File: src/rtl/ripple_carry_adder_10_pkg.sv
// ---------------------------------------------------------------------------
// ripple_carry_adder_10_pkg
// Shared constants and types for the 10-bit ripple-carry adder and any
// datapath block (e.g. the ALU) that consumes its operands and results.
//
// Contents:
//   RCA_W       - operand / sum width (10)
//   rca_word_t  - operand / sum word type
//   rca_res_t   - carry-out plus sum, as produced by the adder
// ---------------------------------------------------------------------------
package ripple_carry_adder_10_pkg;

    localparam int RCA_W = 10;

    typedef logic [RCA_W-1:0] rca_word_t;

    typedef struct packed {
        logic      cout;
        rca_word_t sum;
    } rca_res_t;

endpackage : ripple_carry_adder_10_pkg

File: src/rtl/full_adder_1.sv
// ---------------------------------------------------------------------------
// full_adder_1
// One-bit full adder cell used as a stage of the ripple-carry chain.
//
// Ports:
//   i_a, i_b  - operand bits
//   i_c       - carry in from the previous stage (or cin for stage 0)
//   o_s       - sum bit
//   o_co      - carry out to the next stage
// ---------------------------------------------------------------------------
module full_adder_1 (
    input  logic i_a,
    input  logic i_b,
    input  logic i_c,
    output logic o_s,
    output logic o_co
);

    assign o_s  = i_a ^ i_b ^ i_c;
    assign o_co = (i_a & i_b) | (i_a & i_c) | (i_b & i_c);

endmodule : full_adder_1

File: src/rtl/ripple_carry_adder_10.sv
// ---------------------------------------------------------------------------
// ripple_carry_adder_10
// Registered 10-bit ripple-carry adder: {cout,sum} = A + B + cin, one cycle
// of latency, one result per cycle. Subtraction is done by the caller
// presenting ~B with cin=1.
//
// Optional feature: define RCA10_OVERFLOW_EN to add the registered signed
// overflow output. Without it the port and its logic do not exist.
//
// Ports:
//   clk        - rising-edge clock
//   reset      - synchronous, active-high; clears all outputs
//   A, B       - operands (unsigned or two's complement)
//   cin        - carry into bit 0
//   in_valid   - A/B/cin are qualified this cycle
//   sum        - registered low WIDTH bits of A+B+cin
//   cout       - registered carry out of the top bit
//   out_valid  - sum/cout hold a result from in_valid one cycle earlier
//   overflow   - (RCA10_OVERFLOW_EN) registered signed overflow
// ---------------------------------------------------------------------------
module ripple_carry_adder_10
    import ripple_carry_adder_10_pkg::*;
#(
    parameter int WIDTH = RCA_W
) (
    input  logic             clk,
    input  logic             reset,
    input  logic [WIDTH-1:0] A,
    input  logic [WIDTH-1:0] B,
    input  logic             cin,
    input  logic             in_valid,
    output logic [WIDTH-1:0] sum,
    output logic             cout,
    output logic             out_valid
`ifdef RCA10_OVERFLOW_EN
    ,
    output logic             overflow
`endif
);

    // w_carry[i] is the carry into stage i; w_carry[WIDTH] is the final carry out.
    logic [WIDTH:0]   w_carry;
    logic [WIDTH-1:0] w_sum;

    logic [WIDTH-1:0] r_sum;
    logic             r_cout;
    logic             r_vld_p0;

    assign w_carry[0] = cin;

    // Combinational carry chain: stage i feeds stage i+1
    for (genvar gi = 0; gi < WIDTH; gi++) begin : g_stage
        full_adder_1 u_fa (
            .i_a  (A[gi]),
            .i_b  (B[gi]),
            .i_c  (w_carry[gi]),
            .o_s  (w_sum[gi]),
            .o_co (w_carry[gi+1])
        );
    end

    // Output register stage: result held while in_valid is low
    always_ff @(posedge clk) begin
        if (reset) begin
            r_sum    <= '0;
            r_cout   <= 1'b0;
            r_vld_p0 <= 1'b0;
        end else begin
            r_vld_p0 <= in_valid;
            if (in_valid) begin
                r_sum  <= w_sum;
                r_cout <= w_carry[WIDTH];
            end
        end
    end

    assign sum       = r_sum;
    assign cout      = r_cout;
    assign out_valid = r_vld_p0;

`ifdef RCA10_OVERFLOW_EN
    logic w_ovf;
    logic r_ovf;

    // Signed overflow: carry into the sign bit disagrees with carry out of it
    assign w_ovf = w_carry[WIDTH-1] ^ w_carry[WIDTH];

    always_ff @(posedge clk) begin
        if (reset) begin
            r_ovf <= 1'b0;
        end else if (in_valid) begin
            r_ovf <= w_ovf;
        end
    end

    assign overflow = r_ovf;
`endif

endmodule : ripple_carry_adder_10

File: config.mk
export PLATFORM = sky130hd
export DESIGN_NAME = ripple_carry_adder_10
export DESIGN_NICKNAME = d
export VERILOG_FILES = /design/src/rtl/ripple_carry_adder_10_pkg.sv /design/src/rtl/full_adder_1.sv /design/src/rtl/ripple_carry_adder_10.sv
export SDC_FILE = /design/constraint.sdc
export NUM_CORES = 1
export LEC_CHECK = 0
export ABC_AREA = 1
export BUFFER_PORTS_ARGS = -buffer_cell sky130_fd_sc_hd__buf_2
export CAP_MARGIN = 20
export CORE_AREA = 3 3 50 52
export CTS_CLUSTER_DIAMETER = 100
export CTS_CLUSTER_SIZE = 16
export DETAILED_ROUTE_END_ITERATION = 8
export DIE_AREA = 0 0 53 55
export PLACE_DENSITY = 0.64
export SYNTH_ARGS = -nofsm -noshare
export SYNTH_HDL_FRONTEND = slang
export SYNTH_SLANG_ARGS = --single-unit
File: constraint.sdc
create_clock -name clk -period 8.6 [get_ports clk]
set_input_delay 0.86 -clock clk [delete_from_list [all_inputs] [get_ports clk]]
set_output_delay 0.86 -clock clk [all_outputs]
set_load 0.05 [all_outputs]
# Word level (Yosys, flattened, before mapping)
# Index checks and enable logic that the tools add are counted.
# word_totals
regBits	12
inputBits	24
output_inout_bits	12
wordCells	73
# op_classes
bitwise_logic	70
# op_table
op	n
$and A1 B1 Y1	30
$or A1 B1 Y1	20
$xor A1 B1 Y1	20

# Logic depth before layout (Yosys ltp)
# logic_depth
ltp_word	30
ltp_mapped	16
ltp_nobuf	16

# By module
# A second synthesis with hierarchy kept.
# hier_totals
hier_cells	83
area_unflattened_um2	685.7
# modules_own_cells
module	instances	cells_per_inst	area_each_um2	seq_area_each_um2
ripple_carry_adder_10	1	73	485.5	240.2
full_adder_1	10	1	20.0	0.0

# Worst setup path after synthesis
# Ideal clock, no wire load.
# synth_timing
path_kind	input port to flip-flop
startpoint	input A[0]
endpoint	register r_sum[9] (netlist: sum[9])
setup_ns	0.064
arrival_time_ns	4.750
required_ns	8.536
slack_ns	3.786
stages	16
path_buffers	0
path_cell_list	inv_1 fa_1 inv_1 fa_1 fa_1 fa_1 fa_1 fa_1 fa_1 fa_1 fa_1 inv_1 fa_1 nand2_1 nand2_1 nor2_1
# synth_between
elab_chain_len	28
elab_cells_between_ends	37
classes_between	bitwise: 37
# synth_lines
element	line_no	source
start, declared	ripple_carry_adder_10.sv:28	input logic [WIDTH-1:0] A,
$and A1 B1 Y1	full_adder_1.sv:20	assign o_co = (i_a & i_b) | (i_a & i_c) | (i_b & i_c);
$or A1 B1 Y1 (*) (2 in a row)	full_adder_1.sv:20	
$and A1 B1 Y1	full_adder_1.sv:20	
$or A1 B1 Y1	full_adder_1.sv:20	
$or A1 B1 Y1 (*)	full_adder_1.sv:20	
$and A1 B1 Y1	full_adder_1.sv:20	
$or A1 B1 Y1	full_adder_1.sv:20	
$or A1 B1 Y1 (*)	full_adder_1.sv:20	
[... 11 more ...]	--	
$or A1 B1 Y1 (*)	full_adder_1.sv:20	
$and A1 B1 Y1	full_adder_1.sv:20	
$or A1 B1 Y1	full_adder_1.sv:20	
$or A1 B1 Y1 (*)	full_adder_1.sv:20	
$and A1 B1 Y1	full_adder_1.sv:20	
$or A1 B1 Y1	full_adder_1.sv:20	
$or A1 B1 Y1 (*)	full_adder_1.sv:20	
$xor A1 B1 Y1 (*)	full_adder_1.sv:19	assign o_s = i_a ^ i_b ^ i_c;
end signal, assigned	ripple_carry_adder_10.sv:71	r_sum <= w_sum;
end, declared	ripple_carry_adder_10.sv:45	logic [WIDTH-1:0] r_sum;
# Every way passes the cells marked *; elsewhere a longest branch is shown, timed or not.
# A chain may end at the register's enable or synchronous reset.

# Final worst setup path
# Ends and elaborated chain as after synthesis.

==> impl_metrics.ini <==
[outcome]
run_status = completed

[cts]
cts_post_setup_buffers_inserted = 0
clock_sink_count = 12
quantity_of_gates_resized_following_cts = 0
clk_pin_slew_ns = 0.07
maximum_count_of_clock_buffers_along_a_single_path = 2
cts-hold-fix-buffers = 0
tritoncts.num_buffers = 3
cts_root_buf = sky130_fd_sc_hd__clkbuf_4
cts_tree = built
worstSkewPairLatency_ns = 0.27
cts_htree_levels = 1

[place]
dpl.hpwl_um = 1104
globalplace.congestion = 0.6214
portBuffers = 35

[routing]
drt-total-wl_um = 1344
vias = 565
detail_route.vias_per_cell = 4.216
routed.top_layer = met4
post_drt_wl_per_cell_um = 10.03
detail_route.first_pass.iterations = 2
drc = 0
m1WireLength_um = 532
wl_met3_um = 152
route.met2.wl_um = 628
ant_nets = 0
detailedRoute.firstIterationViolations = 1

[final_layout]
n_antenna_cell = 0
layout.cells.most_common = sky130_fd_sc_hd__buf_2
layout_utilization = 0.4019
drive_above_1_share = 0.3868
highest_count_cells_in_the_layout_ignoring_fill_and_taps = sky130_fd_sc_hd__buf_2 (35), sky130_fd_sc_hd__nor2_1 (21), sky130_fd_sc_hd__dfxtp_1 (12)
num-nets-final = 142
syn_to_layout_area_delta_pct = 32.18

[logic_synthesis]
number_of_distinct_library_cells_after_synthesis = 11
synth.net_count = 104
syn_inst = 70
post-synth-top-area-fraction = 0.3678
synth-seq-area-share = 0.3678
syn-mean-instance-area_um2 = 9.330
mappedNetlistArea_um2 = 653.1
synth_warnings = 0
yosysTopAreaCell = sky130_fd_sc_hd__dfxtp_1
ys_ff_latch = 12
synthTopCellsByArea = sky130_fd_sc_hd__dfxtp_1 (37%), sky130_fd_sc_hd__fa_1 (31%), sky130_fd_sc_hd__nor2_1 (12%), sky130_fd_sc_hd__inv_1 (5.2%), sky130_fd_sc_hd__buf_6 (3.4%)

[worst_setup_path]
worstSetupStartpointType = input port
cp_data_required_time_ns = 8.81
worstPathArrival_ns = 5.01
timing.critical_path.to_type = flip-flop
path_class = in -> reg
cp_max_fo = 1

[sta]
timing.final.max_slew_violations = 0
final_hold_viol_count = 0
rsz0062_at_grt = no
top_achievable_clock_speed_mhz = 208.5
final.period_utilization = 0.5576
timing.final.crit_period_ns = 4.795
finClkSkew_ns = 0
final.setup.tns_ns = 0
finalSetupViolCount = 0
worst_slew_margin_rel = 0.8033
worst_margin_slew_ns = 0.2947

[power]
cell_area_power_density_nw_per_um2 = 171.0
total_leakage_power_uw = 0.0004617
ir_worst_vdd_uv = 48.39

[min_path]
worstHoldPathType = reg -> reg

[floorplanning]
dieArea_um2 = 2915
ioPinCount = 36
core_area_um2 = 2148
die_width_um = 53
die_height_um = 55
initial_core_util = 0.3040
rows = 17

[grt]
grt_use_total = 0.1026
wire_length_of_the_first_global_routing_pass_um = 2125
grt_overflow = 0
first_global_vias = 547
grt_max_degree = 16
antenna_found_initial = 0

[run]
maxCapViolCount = 0
==> logic make-up (layout without fill, tap and decap cells) <==
group | count (synthesis) | count (layout) | share of synthesized area
AO/OA/AOI/OAI | 9 | 9 | 0.07472
buffers and inverters | 12 | 48 | 0.09194
flip-flops | 12 | 12 | 0.3678
adder cells (fa/ha/maj) | 10 | 10 | 0.3065
AND/OR/NAND/NOR | 27 | 27 | 0.1590
==> flip-flops by register name, summed over array words and instances, names as in the netlist <==
name       cells
sum           10
out_valid      1
cout           1
==> per-layer routing <==
layer / up-vias / global-route usage
li1: 280 / -
met1: 257 / 0.1010
met2: 25 / 0.1860
met3: 3 / 0.02681
met4: 0 / 0.07660
met5: - / 0
==> report_power, final <==
group	leakage (uW)	internal [uW]	total, uW	switching, uW
logic	0.000348	16.1	50.0	33.9
registers	0.0000999	60.8	63.2	2.44
clock network	0.0000138	16.2	34.4	18.2
total	0.000462	93.1	148	54.6
==> cell usage after synthesis <==
master	number
sky130_fd_sc_hd__nor2_1	21
sky130_fd_sc_hd__dfxtp_1	12
sky130_fd_sc_hd__fa_1	10
sky130_fd_sc_hd__inv_1	9
sky130_fd_sc_hd__nand2_1	5
sky130_fd_sc_hd__o21ai_0	4
sky130_fd_sc_hd__o21ai_1	4
sky130_fd_sc_hd__buf_6	2
sky130_fd_sc_hd__inv_2	1
sky130_fd_sc_hd__nor2_2	1
sky130_fd_sc_hd__o21ai_2	1
==> path summary, 6_finish.rpt <==
kind / slack (ns) / endpoint / from / cells after the start
worst min register to register: 0.48 / sum[0] / sum[0] / 2
worst max-delay path: 3.80 / sum[9] / A[0] / 17
worst min-delay path: 0.48 / sum[0] / sum[0] / 2
worst max register to register: 7.99 / sum[1] / sum[1] / 2
==> stage by stage <==
step	power [uW]	cells	hold slack, ns	worst slack, ns	cell area (um2)
global placement	114.3	131	0.4556	3.533	840.8
detailed placement	115.2	131	0.4636	3.468	840.8
finish	147.7	134	0.4789	3.805	863.3
global route	158.3	134	0.5177	3.530	863.3
floorplan	100.2	70	0.6887	3.786	653.1
CTS	151.0	134	0.4733	3.759	863.3
==> worst max-delay path, cell delays in order <==
cell and delay, ns:
sky130_fd_sc_hd__buf_2 0.10, sky130_fd_sc_hd__inv_1 0.07, sky130_fd_sc_hd__fa_1 0.17, sky130_fd_sc_hd__inv_1 0.05, sky130_fd_sc_hd__fa_1 0.38, sky130_fd_sc_hd__fa_1 0.39, sky130_fd_sc_hd__fa_1 0.39, sky130_fd_sc_hd__fa_1 0.39
sky130_fd_sc_hd__fa_1 0.38, sky130_fd_sc_hd__fa_1 0.39, sky130_fd_sc_hd__fa_1 0.39, sky130_fd_sc_hd__fa_1 0.36, sky130_fd_sc_hd__inv_1 0.08, sky130_fd_sc_hd__fa_1 0.40, sky130_fd_sc_hd__nand2_1 0.07, sky130_fd_sc_hd__nand2_1 0.04
sky130_fd_sc_hd__nor2_1 0.08
==> final cells by class <==
class	instances	area [um2]
fill	234	1285
sequential	12	240.2
clock buffer	3	22.52
tap	28	35.03
inverter	10	37.54
multi-input combinational	46	352.8
timing repair buffer	35	175.2
Note: power is estimated with default switching activity, not from simulation.
